`src/rtl/hazard_pkg.sv`:
```
// Package for the scoreboard hazard controller.
// Provides RV32I opcode constants (for decode-side users of this controller),
// the flush FSM state type and a helper that sizes down-counters.
package hazard_pkg;

    localparam logic [6:0] OP_LOAD   = 7'b0000011;
    localparam logic [6:0] OP_BRANCH = 7'b1100011;
    localparam logic [6:0] OP_JAL    = 7'b1101111;
    localparam logic [6:0] OP_JALR   = 7'b1100111;
    localparam logic [6:0] OP_OP     = 7'b0110011;

    // funct7 value selecting the M extension within OP_OP
    localparam logic [6:0] F7_MULDIV = 7'b0000001;

    // state | meaning
    // IDLE  | no flush in progress (a mispredict still flushes combinationally)
    // FLUSH | extra flush cycles after a mispredict, counter counts them down
    typedef enum logic {
        IDLE  = 1'b0,
        FLUSH = 1'b1
    } flush_state_t;

    // Width of a down-counter that must hold values 0..max_lat.
    function automatic int lat_w(input int max_lat);
        return (max_lat < 1) ? 1 : $clog2(max_lat + 1);
    endfunction

endpackage

```
`src/rtl/hazard_scoreboard.sv`:
```
// Register scoreboard: one latency down-counter per architectural register
// plus the mul/div unit busy counter.
// Ports:
//   clk, rst      clock, async active-high reset
//   issue_i       ID instruction issues this cycle
//   rd_i          destination of the issuing instruction
//   is_load_i     issuing instruction is a load
//   is_muldiv_i   issuing instruction is a mul/div
//   pending_o     bit r set while register r's result is not yet forwardable
//   md_busy_o     mul/div unit still busy
module hazard_scoreboard
    import hazard_pkg::*;
#(
    parameter int NREGS    = 32,
    parameter int LOAD_LAT = 1,
    parameter int MD_LAT   = 4,
    localparam int AW = $clog2(NREGS),
    localparam int TW = lat_w((LOAD_LAT > MD_LAT) ? LOAD_LAT : MD_LAT)
) (
    input  logic             clk,
    input  logic             rst,
    input  logic             issue_i,
    input  logic [AW-1:0]    rd_i,
    input  logic             is_load_i,
    input  logic             is_muldiv_i,
    output logic [NREGS-1:0] pending_o,
    output logic             md_busy_o
);

    logic [TW-1:0] timer_q [NREGS];
    logic [TW-1:0] timer_d [NREGS];
    logic [TW-1:0] md_q, md_d;
    logic [TW-1:0] set_lat;

    always_comb begin
        // Longer latency wins if an instruction is flagged as both.
        set_lat = '0;
        if (is_load_i)
            set_lat = TW'(LOAD_LAT);
        if (is_muldiv_i && (TW'(MD_LAT) > set_lat))
            set_lat = TW'(MD_LAT);

        for (int r = 0; r < NREGS; r++) begin
            timer_d[r] = (timer_q[r] != '0) ? timer_q[r] - TW'(1) : '0;
            // x0 is never tracked; an issue only raises a timer (WAW safe).
            if ((r != 0) && issue_i && (rd_i == AW'(r)) && (timer_d[r] < set_lat))
                timer_d[r] = set_lat;
            pending_o[r] = (timer_q[r] != '0);
        end

        md_d = (md_q != '0) ? md_q - TW'(1) : '0;
        if (issue_i && is_muldiv_i && (rd_i != '0))
            md_d = TW'(MD_LAT);
    end

    assign md_busy_o = (md_q != '0);

    always_ff @(posedge clk or posedge rst) begin
        if (rst) begin
            for (int r = 0; r < NREGS; r++)
                timer_q[r] <= '0;
            md_q <= '0;
        end else begin
            for (int r = 0; r < NREGS; r++)
                timer_q[r] <= timer_d[r];
            md_q <= md_d;
        end
    end

endmodule

```
`src/rtl/hazard_ctrl_sb.sv`:
```
// Scoreboard-based hazard controller sitting beside ID.
// Compares ID source operands against the scoreboard, interlocks mul/div,
// and sequences the pipeline flush on a branch mispredict from EX.
// Ports:
//   clk, rst                    clock, async active-high reset
//   id_*                        decode info of the instruction in ID
//   ex_is_branch, ex_mispredict branch resolution from EX
//   stall, bubble, pc_write     interlock controls
//   flush_if_id, flush_id_ex    squash controls
//   redirect                    select corrected PC target
//   sb_pending                  per-register pending view of the scoreboard
module hazard_ctrl_sb
    import hazard_pkg::*;
#(
    parameter int NREGS        = 32,
    parameter int LOAD_LAT     = 1,
    parameter int MD_LAT       = 4,
    parameter int FLUSH_CYCLES = 1,
    localparam int AW = $clog2(NREGS),
    localparam int FW = lat_w(FLUSH_CYCLES)
) (
    input  logic             clk,
    input  logic             rst,
    input  logic             id_valid,
    input  logic [AW-1:0]    id_rs1,
    input  logic [AW-1:0]    id_rs2,
    input  logic             id_use_rs1,
    input  logic             id_use_rs2,
    input  logic [AW-1:0]    id_rd,
    input  logic             id_is_load,
    input  logic             id_is_muldiv,
    input  logic             ex_is_branch,
    input  logic             ex_mispredict,
    output logic             stall,
    output logic             bubble,
    output logic             pc_write,
    output logic             flush_if_id,
    output logic             flush_id_ex,
    output logic             redirect,
    output logic [NREGS-1:0] sb_pending
);

    flush_state_t  state_q, state_d;
    logic [FW-1:0] fcnt_q, fcnt_d;
    logic          mispredict;
    logic          flushing;
    logic          hazard;
    logic          issue;
    logic          md_busy;

    hazard_scoreboard #(
        .NREGS    (NREGS),
        .LOAD_LAT (LOAD_LAT),
        .MD_LAT   (MD_LAT)
    ) u_sb (
        .clk         (clk),
        .rst         (rst),
        .issue_i     (issue),
        .rd_i        (id_rd),
        .is_load_i   (id_is_load),
        .is_muldiv_i (id_is_muldiv),
        .pending_o   (sb_pending),
        .md_busy_o   (md_busy)
    );

    assign mispredict = ex_is_branch && ex_mispredict;
    assign flushing   = mispredict || (state_q == FLUSH);

    assign hazard = (id_use_rs1 && (id_rs1 != '0) && sb_pending[id_rs1]) ||
                    (id_use_rs2 && (id_rs2 != '0) && sb_pending[id_rs2]) ||
                    (id_is_muldiv && md_busy);

    assign stall       = id_valid && hazard && !flushing;
    assign bubble      = stall;
    assign pc_write    = !stall || flushing;
    assign issue       = id_valid && !stall && !flushing;
    assign flush_if_id = flushing;
    assign flush_id_ex = flushing;
    assign redirect    = mispredict;

    // Counter holds the flush cycles still owed after the current one.
    always_comb begin
        state_d = state_q;
        fcnt_d  = fcnt_q;
        if (mispredict) begin
            fcnt_d  = FW'(FLUSH_CYCLES - 1);
            state_d = (FLUSH_CYCLES > 1) ? FLUSH : IDLE;
        end else if (state_q == FLUSH) begin
            fcnt_d = fcnt_q - FW'(1);
            if (fcnt_d == '0)
                state_d = IDLE;
        end
    end

    always_ff @(posedge clk or posedge rst) begin
        if (rst) begin
            state_q <= IDLE;
            fcnt_q  <= '0;
        end else begin
            state_q <= state_d;
            fcnt_q  <= fcnt_d;
        end
    end

endmodule

```
`config.mk`:
```
export PLATFORM = sky130hd
export DESIGN_NAME = hazard_ctrl_sb
export DESIGN_NICKNAME = d
export VERILOG_FILES = /design/src/rtl/hazard_pkg.sv /design/src/rtl/hazard_scoreboard.sv /design/src/rtl/hazard_ctrl_sb.sv
export SDC_FILE = /design/constraint.sdc
export NUM_CORES = 1
export LEC_CHECK = 0
export ABC_AREA = 1
export CAP_MARGIN = 20
export CORE_MARGIN = 3
export CORE_UTILIZATION = 30
export CTS_BUF_LIST = sky130_fd_sc_hd__clkbuf_2
export CTS_CLUSTER_SIZE = 16
export DETAILED_ROUTE_END_ITERATION = 12
export PLACE_DENSITY = 0.44
export RECOVER_POWER = 100
export SYNTH_ARGS = -nofsm -noshare
export SYNTH_HDL_FRONTEND = slang
export SYNTH_HIERARCHICAL = 1
export SYNTH_SLANG_ARGS = --single-unit
export TNS_END_PERCENT = 30
```
`constraint.sdc`:
```
create_clock -name clk -period 4.4 [get_ports clk]
set_clock_uncertainty 0.15 [all_clocks]
set_input_delay 0.66 -clock clk [delete_from_list [all_inputs] [get_ports clk]]
set_output_delay 0.66 -clock clk [all_outputs]
set_load 0.02 [all_outputs]
```
==> reports/summary.txt <==
Period utilization = 0.8870
Worst-Margin Slew = 2.360 ns
Clk pwr share = 0.190
Max Cap Violations = 1
Post-synth top cells = 391 x nand2_1, 139 x inv_1, 127 x nand3_1, 115 x nor2_1, 101 x dfrtp_1
First-pass DRT Iterations = 5
# clock sinks = 101
CTS Buf Count = 9
Worst hold slack = 0.1974 ns
WL per Instance = 14.46 um
Syn. warnings = 6
Net Switching = 0.001147 W
Antenna violations before repair = 1
Synth top area share = 0.3277
Area leader, netlist = dfrtp_1
CTS tree = done
HP Class = in2async
Crit path capture type = primary output
Full die area = 0.02767 mm^2
Core area = 0.02525 mm^2
VDD IR max = 0.0001444 V
Nets = 1274
Mapped Nets = 1214
I/O Buffers = 61
Mapped Area = 0.007712 mm^2
Fmax achieved = 256.2 MHz
WL final = 21530 um
Reg clk slew, reported paths = 0.27 ns
Flop pwr share = 0.400
Slew Viols, Final = 50
Initial Util = 0.3054
Skew-Pair Late Insertion Delay = 0.60 ns
Overflow after GRT = 0
Failing checks = max-capacitance violations, max-slew violations
DRC = 0
Synth async-reset ratio = 1.000
Layout area overhead = 11.79%
Sw frac = 0.4197
Gate power share = 0.410
Yosys reg bits = 101
Setup Viol. Count Final = 0
GRT Util Overall = 0.1579
Initial DRC Count = 387
Mean Syn Cell Area = 7.043 um^2
Max stage delay on crit path = 0.68 ns
Longest Clk Path Bufs = 2
Die span in y = 166.3 um
Rows = 58
Most frequent cell after synthesis = nand2_1
CTS resizes = 0
Clk root buf = clkbuf_2
Die Width = 166.3 um
First-pass GRT wire length = 34760 um
Top cell by count, worst path = nand2_1
Routed Antenna Nets = 0
Slowest stage cell on the critical path = dlygate4sd3_1
H-tree lvl count = 3
Critical path class = reg2out
Pwr Density = 317.0 mW/mm^2
Post-synth EDFFs = 0
Seq/Total Area, Yosys = 0.3277
Crit path max fanout = 3
Vias = 6791
Largest cells by area after synthesis = dfrtp_1 33%, nand2_1 19%, ha_1 15%
I/O pins = 62
Startpoint types = flop
Critical Path RT = 3.59 ns
Syn Inst Count = 1095
Internal = 0.001586 W
Leakage = 5.176 nW
Worst slew margin = -0.5822
DP Wirelength = 15860 um
Status = complete, but fails checks
Vias in the first global route = 6451
CTS Hold Buffers Added = 0
Distinct cell type count after synthesis = 27
Setup TNS = 0 ns
Largest net degree at the start of global routing = 52
Minimum clock period = 3.903 ns
Setup bufs post-CTS = 0
RSZ-0062 raised after global routing = false
Critical-path cell list = nor2_1, ha_1, inv_1, inv_1, nand2_1, nand3_1, nand2_1, nand2_1, nand4_1, nand3_1, nand3_1, nand2_1, dlygate4sd3_1
Placer Congestion = 0.8601
Drt via density = 4.561
Share of cells above drive strength 1 = 0.04059
Fin. Hold Viols = 0
WP data arrival = 3.09 ns
Top_reg_cell synth = dfrtp_1
[critical path: cells and delay by family, from the launching register on]
family,cells,cell delay (ns)
buf+inv,3,0.91
flops,1,0.46
simple gates,9,0.92
fa+ha+maj,1,0.21
[flip-flops by register name (all words and copies together), names as in the netlist]
| register | cells |
|---|---|
| u_sb/md_q | 3 |
| fcnt_q | 1 |
| state_q | 1 |
| u_sb/timer_q | 96 |
[cells by family (layout without fill, tap and decap cells)]
logic type / count (synthesis) / after routing / share of synthesized area
other: 0 / 1 / 0
AO/OA/AOI/OAI: 44 / 44 / 0.03926
buffers and inverters: 169 / 232 / 0.09263
AND/OR/NAND/NOR: 686 / 686 / 0.3863
flip-flops: 101 / 101 / 0.3277
adder cells (fa/ha/maj): 95 / 95 / 0.1541
[final timing paths]
path                                       start  depth (start not counted)  slack (ns)               end
worst max-delay path            u_sb/timer_q[18]                         13        0.50          pc_write
worst min-delay path                         rst                          2        0.20           state_q
worst max register to register  u_sb/timer_q[18]                         18        0.80  u_sb/timer_q[62]
worst min register to register            fcnt_q                          1        0.32           state_q
max in group asynchronous                    rst                          3        0.97  u_sb/timer_q[46]
min in group clk                          fcnt_q                          1        0.32           state_q
[routing by layer]
metal,wire length (um),share of wire,global-route usage
met3,876,0.041,0.02309
met2,9346,0.43,0.2441
met4,342,0.016,0.04484
met5,0,0,0
met1,10970,0.51,0.2303
[power groups by stage]
stage	clock network, W	logic (W)	registers [W]
finish	0.000518	0.00112	0.00109
global placement	0	0.00119	0.00111
detailed placement	0	0.00118	0.00111
global route	0.000579	0.00128	0.00111
floorplan	0	0.000742	0.00110
CTS	0.000549	0.00119	0.00109
[cell usage in the layout (no fill, tap or decap), types with 2 or more instances in the layout]
master             n
o211ai_1           2
nand3_1          128
nand2_1          393
inv_2              6
bufinv_16          2
nand3_2            4
or2_2              2
clkdlybuf4s50_1   20
clkbuf_2          13
a21boi_0          30
nor3_1            33
a21oi_1            6
nand2_2            4
dlygate4sd3_1     40
buf_4              7
o21ai_1            2
nor2_1           115
clkbuf_1           2
nor2_2             5
o21ai_0            3
ha_1              95
inv_1            138
dfrtp_1          101
[layout make-up]
| cell class | count | area (um^2) |
|---|---|---|
| fillers | 2763 | 16630 |
| repair buffers | 71 | 670.6 |
| inverters | 147 | 558.0 |
| multi-input cells | 825 | 4330 |
| clock buffers | 12 | 60.06 |
| clock inverters | 2 | 60.06 |
| flip-flops and latches | 101 | 2527 |
| diodes | 1 | 2.502 |
| well taps | 330 | 412.9 |
[per-stage QoR]
stage	util	cell area (um^2)	cells	total power (W)	setup slack, ns
after floorplan	-	7712	1095	0.001840	0.9996
after global placement	0.3433	8671	1474	0.002308	0.6385
after detailed placement	0.3433	8671	1474	0.002294	0.6505
after CTS	0.3481	8791	1488	0.002835	0.4913
after global routing	0.3414	8622	1489	0.002969	0.1744
final	0.3414	8622	1489	0.002733	0.4973
No activity file was read; power rests on OpenSTA's default activity.
==> RTL edit 1: new RTL, config.mk and constraints unchanged <==
Reset style: synchronous (`rst`), changed in 2 clocked blocks. Comments in the files are not updated.
--- a/src/rtl/hazard_scoreboard.sv
+++ b/src/rtl/hazard_scoreboard.sv
@@ -55,7 +55,7 @@
 
     assign md_busy_o = (md_q != '0);
 
-    always_ff @(posedge clk or posedge rst) begin
+    always_ff @(posedge clk) begin
         if (rst) begin
             for (int r = 0; r < NREGS; r++)
                 timer_q[r] <= '0;
--- a/src/rtl/hazard_ctrl_sb.sv
+++ b/src/rtl/hazard_ctrl_sb.sv
@@ -92,7 +92,7 @@
         end
     end
 
-    always_ff @(posedge clk or posedge rst) begin
+    always_ff @(posedge clk) begin
         if (rst) begin
             state_q <= IDLE;
             fcnt_q  <= '0;
Check against the original RTL: differs if rst is asserted again (counterexample within 4 cycles, from zero or initial values and one cycle with rst high); with rst held inactive, the same outputs for 4 cycles.
==> RTL edit 1 against the unedited design <==
The flow still finishes with violations (max-capacitance violations, max-slew violations). Area after synthesis down 0.26%. Routed wire length fell by 3.2%. Count of clock-buffer cells in the layout decreased by 3. Final area shrank 1.7%. Worst setup slack better by 0.089 ns. Critical path depth stayed put. Sequential cell count unchanged. Critical path type unchanged. Critical endpoint unchanged. Largest cell class unchanged. Highest routed layer is now met5.
Power is not compared: it rests on default switching activity, and its combinational part moved more than twofold at a synthesized area within 25%.
==> RTL edit 1: results (changes against the unedited design) <==
outcome:
  outcome: "finished with violations"
  violations: "max-capacitance violations, max-slew violations"
synthesis:
  ys_seq_area_share_pct: 26.3  # -6.5 points
  ys.flop_type: "dfxtp_1"
  synth_commonest_cells: "nand2_1 (358), nor2_1 (233), inv_1 (197)"
  synthTopCellsByArea: "dfxtp_1 (26%), nand2_1 (17%), ha_1 (15%)"
  syn_nets: 1336  # +10%
  ys_types: 31  # +15%
critical_path:
  critical-path-top-delay-family: "buffers and inverters"
  rr_startpoint: "u_sb/timer_q[0][18]"
  critical_path_arrival_ns: 3.00  # -0.09 ns
finish:
  n_fill_cell: 2740  # -0.83%
  fin_nets: 1387  # +8.9%
  sh_seq_area_pct: 23.8  # -5.5 points
  multi_input_gates: 884  # +7.2%
  multi_input_area_mm2: 0.00445  # +2.8%
  nonClkBufAreaFrac_pct: 8.34  # +0.56 points
  clock_area_share_pct: 1.56  # +0.17 points
job:
  max_cap_viol_count: 1  # unchanged
global_routing:
  grt_max_degree: 44  # -15%
  first_global_vias: 6367  # -1.3%
  grt_use_total_pct: 15.1  # -0.72 points
  grt_pass1_wl_mm: 33.3  # -4.1%
  antenna_found_initial: 2  # +1
sta:
  slew_violations: 43  # -14%
  tightest_slew_ns: 1.50  # -0.857 ns
placed_design:
  gp_congestion: 0.875  # +1.7%
  hpwl_mm: 16.1  # +1.3%
detailed_routing:
  routedWlPerCell_um: 13.0  # -9.8%
  num_vias: 6980  # +2.8%
  dr.first_iter.drc_count: 317  # -18%
clock_tree:
  path_clk_slew_ns: 0.30  # +0.03 ns
  clk_latency_ns: 0.62  # +0.02 ns
## RTL edit 1: final timing paths
path                            slack [ns]  cells after the start            endpoint
worst max-delay path                  0.59                     13            pc_write
worst min-delay path                  0.28                      1        u_sb/md_q[0]
worst max register to register        0.74                     18  u_sb/timer_q[0][3]
worst min register to register        0.28                      1        u_sb/md_q[0]
## RTL edit 1: kinds of logic after synthesis
logic type	after synthesis	share of synthesized area (%)
AO/OA/AOI/OAI	66	4.42
XOR/XNOR	2	0.228
adder cells (fa/ha/maj)	95	15.5
buffers and inverters	232	13.2
flip-flops	101	26.3
AND/OR/NAND/NOR	721	40.5
## RTL edit 1: report_power, final
| group | internal, mW | switching, mW | total (mW) |
|---|---|---|---|
| registers | 0.931 | 0.00655 | 0.938 |
| clock network | 0.184 | 0.341 | 0.525 |
| logic | 0.106 | 0.204 | 0.310 |
| total | 1.22 | 0.552 | 1.77 |
## RTL edit 1: through the flow
step / utilization, % / setup slack (ns) / hold WS (ns) / instance area [um2] / std cells
2_1_floorplan: - / 1.68 / 0.242 / 7690 / 1217
3_3_place_gp: 34.6 / 0.763 / 0.253 / 8560 / 1581
3_5_place_dp: 34.6 / 0.779 / 0.251 / 8560 / 1581
4_1_cts: 35.1 / 0.545 / 0.279 / 8690 / 1596
5_1_grt: 34.3 / 0.289 / 0.293 / 8480 / 1597
6_report: 34.3 / 0.587 / 0.282 / 8480 / 1597
## RTL edit 1: routing by layer
| metal | global-route usage [%] | vias up | wire (um) |
|---|---|---|---|
| met2 | 24.2 | 122 | 9110 |
| met3 | 2.88 | 15 | 791 |
| met4 | 3.54 | 2 | 222 |
| li1 | - | 3765 | - |
| met5 | 0 | - | 17 |
| met1 | 21.0 | 3076 | 10700 |
==> RTL edit 2: new RTL, same flow settings <==
Without the edit above. `MD_LAT` is set to 4 in 2 places; all go to 8.
--- a/src/rtl/hazard_scoreboard.sv
+++ b/src/rtl/hazard_scoreboard.sv
@@ -13,7 +13,7 @@
 #(
     parameter int NREGS    = 32,
     parameter int LOAD_LAT = 1,
-    parameter int MD_LAT   = 4,
+    parameter int MD_LAT   = 8,
     localparam int AW = $clog2(NREGS),
     localparam int TW = lat_w((LOAD_LAT > MD_LAT) ? LOAD_LAT : MD_LAT)
 ) (
--- a/src/rtl/hazard_ctrl_sb.sv
+++ b/src/rtl/hazard_ctrl_sb.sv
@@ -14,7 +14,7 @@
 #(
     parameter int NREGS        = 32,
     parameter int LOAD_LAT     = 1,
-    parameter int MD_LAT       = 4,
+    parameter int MD_LAT       = 8,
     parameter int FLUSH_CYCLES = 1,
     localparam int AW = $clog2(NREGS),
     localparam int FW = lat_w(FLUSH_CYCLES)
Function: changed (Yosys sat finds a counterexample within 10 cycles, from zero or initial values and one cycle with rst high).
==> RTL edit 2 against the unedited design <==
The flow still finishes with violations (max-capacitance violations, max-slew violations). Highest routed layer unchanged. Sequential cell count is 33 higher. Area after synthesis increased by 25%. Worst setup slack worse by 0.12 ns. First-iteration DRC count increased by 26%. Largest power group unchanged. Power increased to 2.7 times the old value. Final area up 24%. Non-clock buffer count is 1 lower. Routed wire length increased by 22%.
==> RTL edit 2: results (changes against the unedited design) <==
global_routing:
  antenna_found_initial: 1  # unchanged
  grt_max_degree: 77  # +48%
  first_global_vias: 8421  # +31%
  grt_use_total_pct: 15.8  # +0.054 points
  grt_pass1_wl_mm: 43.0  # +24%
synthesis:
  syn_nets: 1524  # +26%
  ys_seq_area_share_pct: 34.8  # +2.0 points
  synthTopCellsByArea: "dfrtp_1 (35%), nand2_1 (18%), inv_1 (9.8%)"
  ys_types: 31  # +15%
  synth_commonest_cells: "nand2_1 (472), inv_1 (253), nand3_1 (157)"
clock_tree:
  cts_buffers: 17  # +8
  path_clk_slew_ns: 0.22  # -0.05 ns
  clk_latency_ns: 0.69  # +0.09 ns
  cts-root-buf: "clkbuf_2"
  htreeDepth: 4  # +1
critical_path:
  cp_max_fo: 5  # +2
  r2r_setup_slack_ns: 0.66  # -0.14 ns
  critical_path_arrival_ns: 3.21  # +0.12 ns
placed_design:
  port_buffers: 61  # unchanged
  hpwl_mm: 19.1  # +20%
  gp_congestion: 0.813  # -5.5%
  pre_cts_slack_ns: 0.458  # -0.193 ns
detailed_routing:
  routed_wl_mm: 26.2  # +22%
  num_vias: 8832  # +30%
  dr.first_iter.drc_count: 487  # +26%
hold_path:
  worstHoldPathType: "reg2reg"
power_and_ir_drop:
  irDropWorstVdd_mv: 0.217  # +50%
  leakagePower_nw: 5.86  # +13%
  comb_power_share_pct: 60.9  # +20 points
  switching_share_pct: 50.3  # +8.4 points
sta:
  slew_violations: 77  # +54%
  tightest_slew_ns: 1.70  # -0.657 ns
  period_share_pct: 91.3  # +2.6 points
finish:
  drive_above_1_share_pct: 3.63  # -0.43 points
  n_fill_cell: 3419  # +24%
  fin_nets: 1591  # +25%
  reg_top3: "u_sb/timer_q x128, u_sb/md_q x4"
outcome:
  violations: "max-capacitance violations, max-slew violations"
  outcome: "finished with violations"
job:
  max_cap_viol_count: 1  # unchanged
-- RTL edit 2: changes by cell type in the layout (fill, tap and decap cells not counted), sizes merged, moves of 7 or more --
cell and delta:
clkbuf +7, ha -31, nand2 +80, nor3 +28
a21oi +48, o21ai +61, nor2 -15, a21boi -9
dfrtp +33, clkinv +8, nand3 +30, inv +113
-- RTL edit 2: final cells by class --
type / instances / share of cell area [%]
flip-flops and latches: 134 / 31.4
diodes: 2 / 0.0468
clock buffers: 20 / 0.936
repair buffers: 70 / 6.38
inverters: 260 / 9.21
clock inverters: 11 / 0.808
multi-input cells: 1020 / 46.5
well taps: 402 / 4.71
-- RTL edit 2: power groups by stage --
stage               Combinational, mW  Sequential, mW  Clock (mW)
global route                     5.38            2.35       0.772
global placement                 4.69            2.30           0
floorplan                        3.55            2.18           0
detailed placement               4.66            2.29           0
finish                           4.56            2.25       0.672
CTS                              4.69            2.25       0.722
-- RTL edit 2: per-stage QoR --
step           std cells  util (%)  hold WS (ns)  instance area [um2]
6_report            1919      33.8         0.316                10700
5_1_grt             1919      33.8         0.343                10700
4_1_cts             1917      34.4         0.303                10900
3_5_place_dp        1885      33.7         0.290                10700
3_3_place_gp        1885      33.7         0.283                10700
2_1_floorplan       1436         -         0.251                 9640
-- RTL edit 2: kinds of logic after synthesis --
group / count (synthesis) / share of synthesized area (%)
simple gates: 808 / 36.6
xor+xnor: 2 / 0.182
fa+ha+maj: 64 / 8.30
compound gates: 146 / 8.25
buf+inv: 282 / 11.9
flops: 134 / 34.8
-- RTL edit 2: repair_timing --
item	CTS	global route
endpoints found under the hold margin	2	0
hold buffers	1	0
setup endpoints to repair	0	2
gates resized for setup	0	1
-- RTL edit 2: worst paths after layout --
check,endpoint,cells after the start
setup reg to reg,u_sb/timer_q[56],19
hold / removal,state_q,1
setup / recovery,stall,14
min in group asynchronous,state_q,3
max in group asynchronous,u_sb/timer_q[101],4
hold reg to reg,state_q,1
-- RTL edit 2: critical path: stages, from the launching register on --
cell and delay (ns):
dfrtp_1 0.44, inv_1 0.07, ha_1 0.22, nand2_1 0.19, inv_1 0.14, nand2_1 0.08, nand3_1 0.09, nand3_1 0.10
nand2_1 0.05, nand2_1 0.08, a21oi_1 0.07, nor2_1 0.14, nor2_1 0.07, nor2_1 0.14, clkdlybuf4s50_1 0.63
-- RTL edit 2: routing by layer --
metal | routed length (um) | GRT usage [%]
met1 | 12900 | 21.6
met2 | 12200 | 26.7
met3 | 854 | 2.57
met4 | 232 | 3.15
met5 | 0 | 0
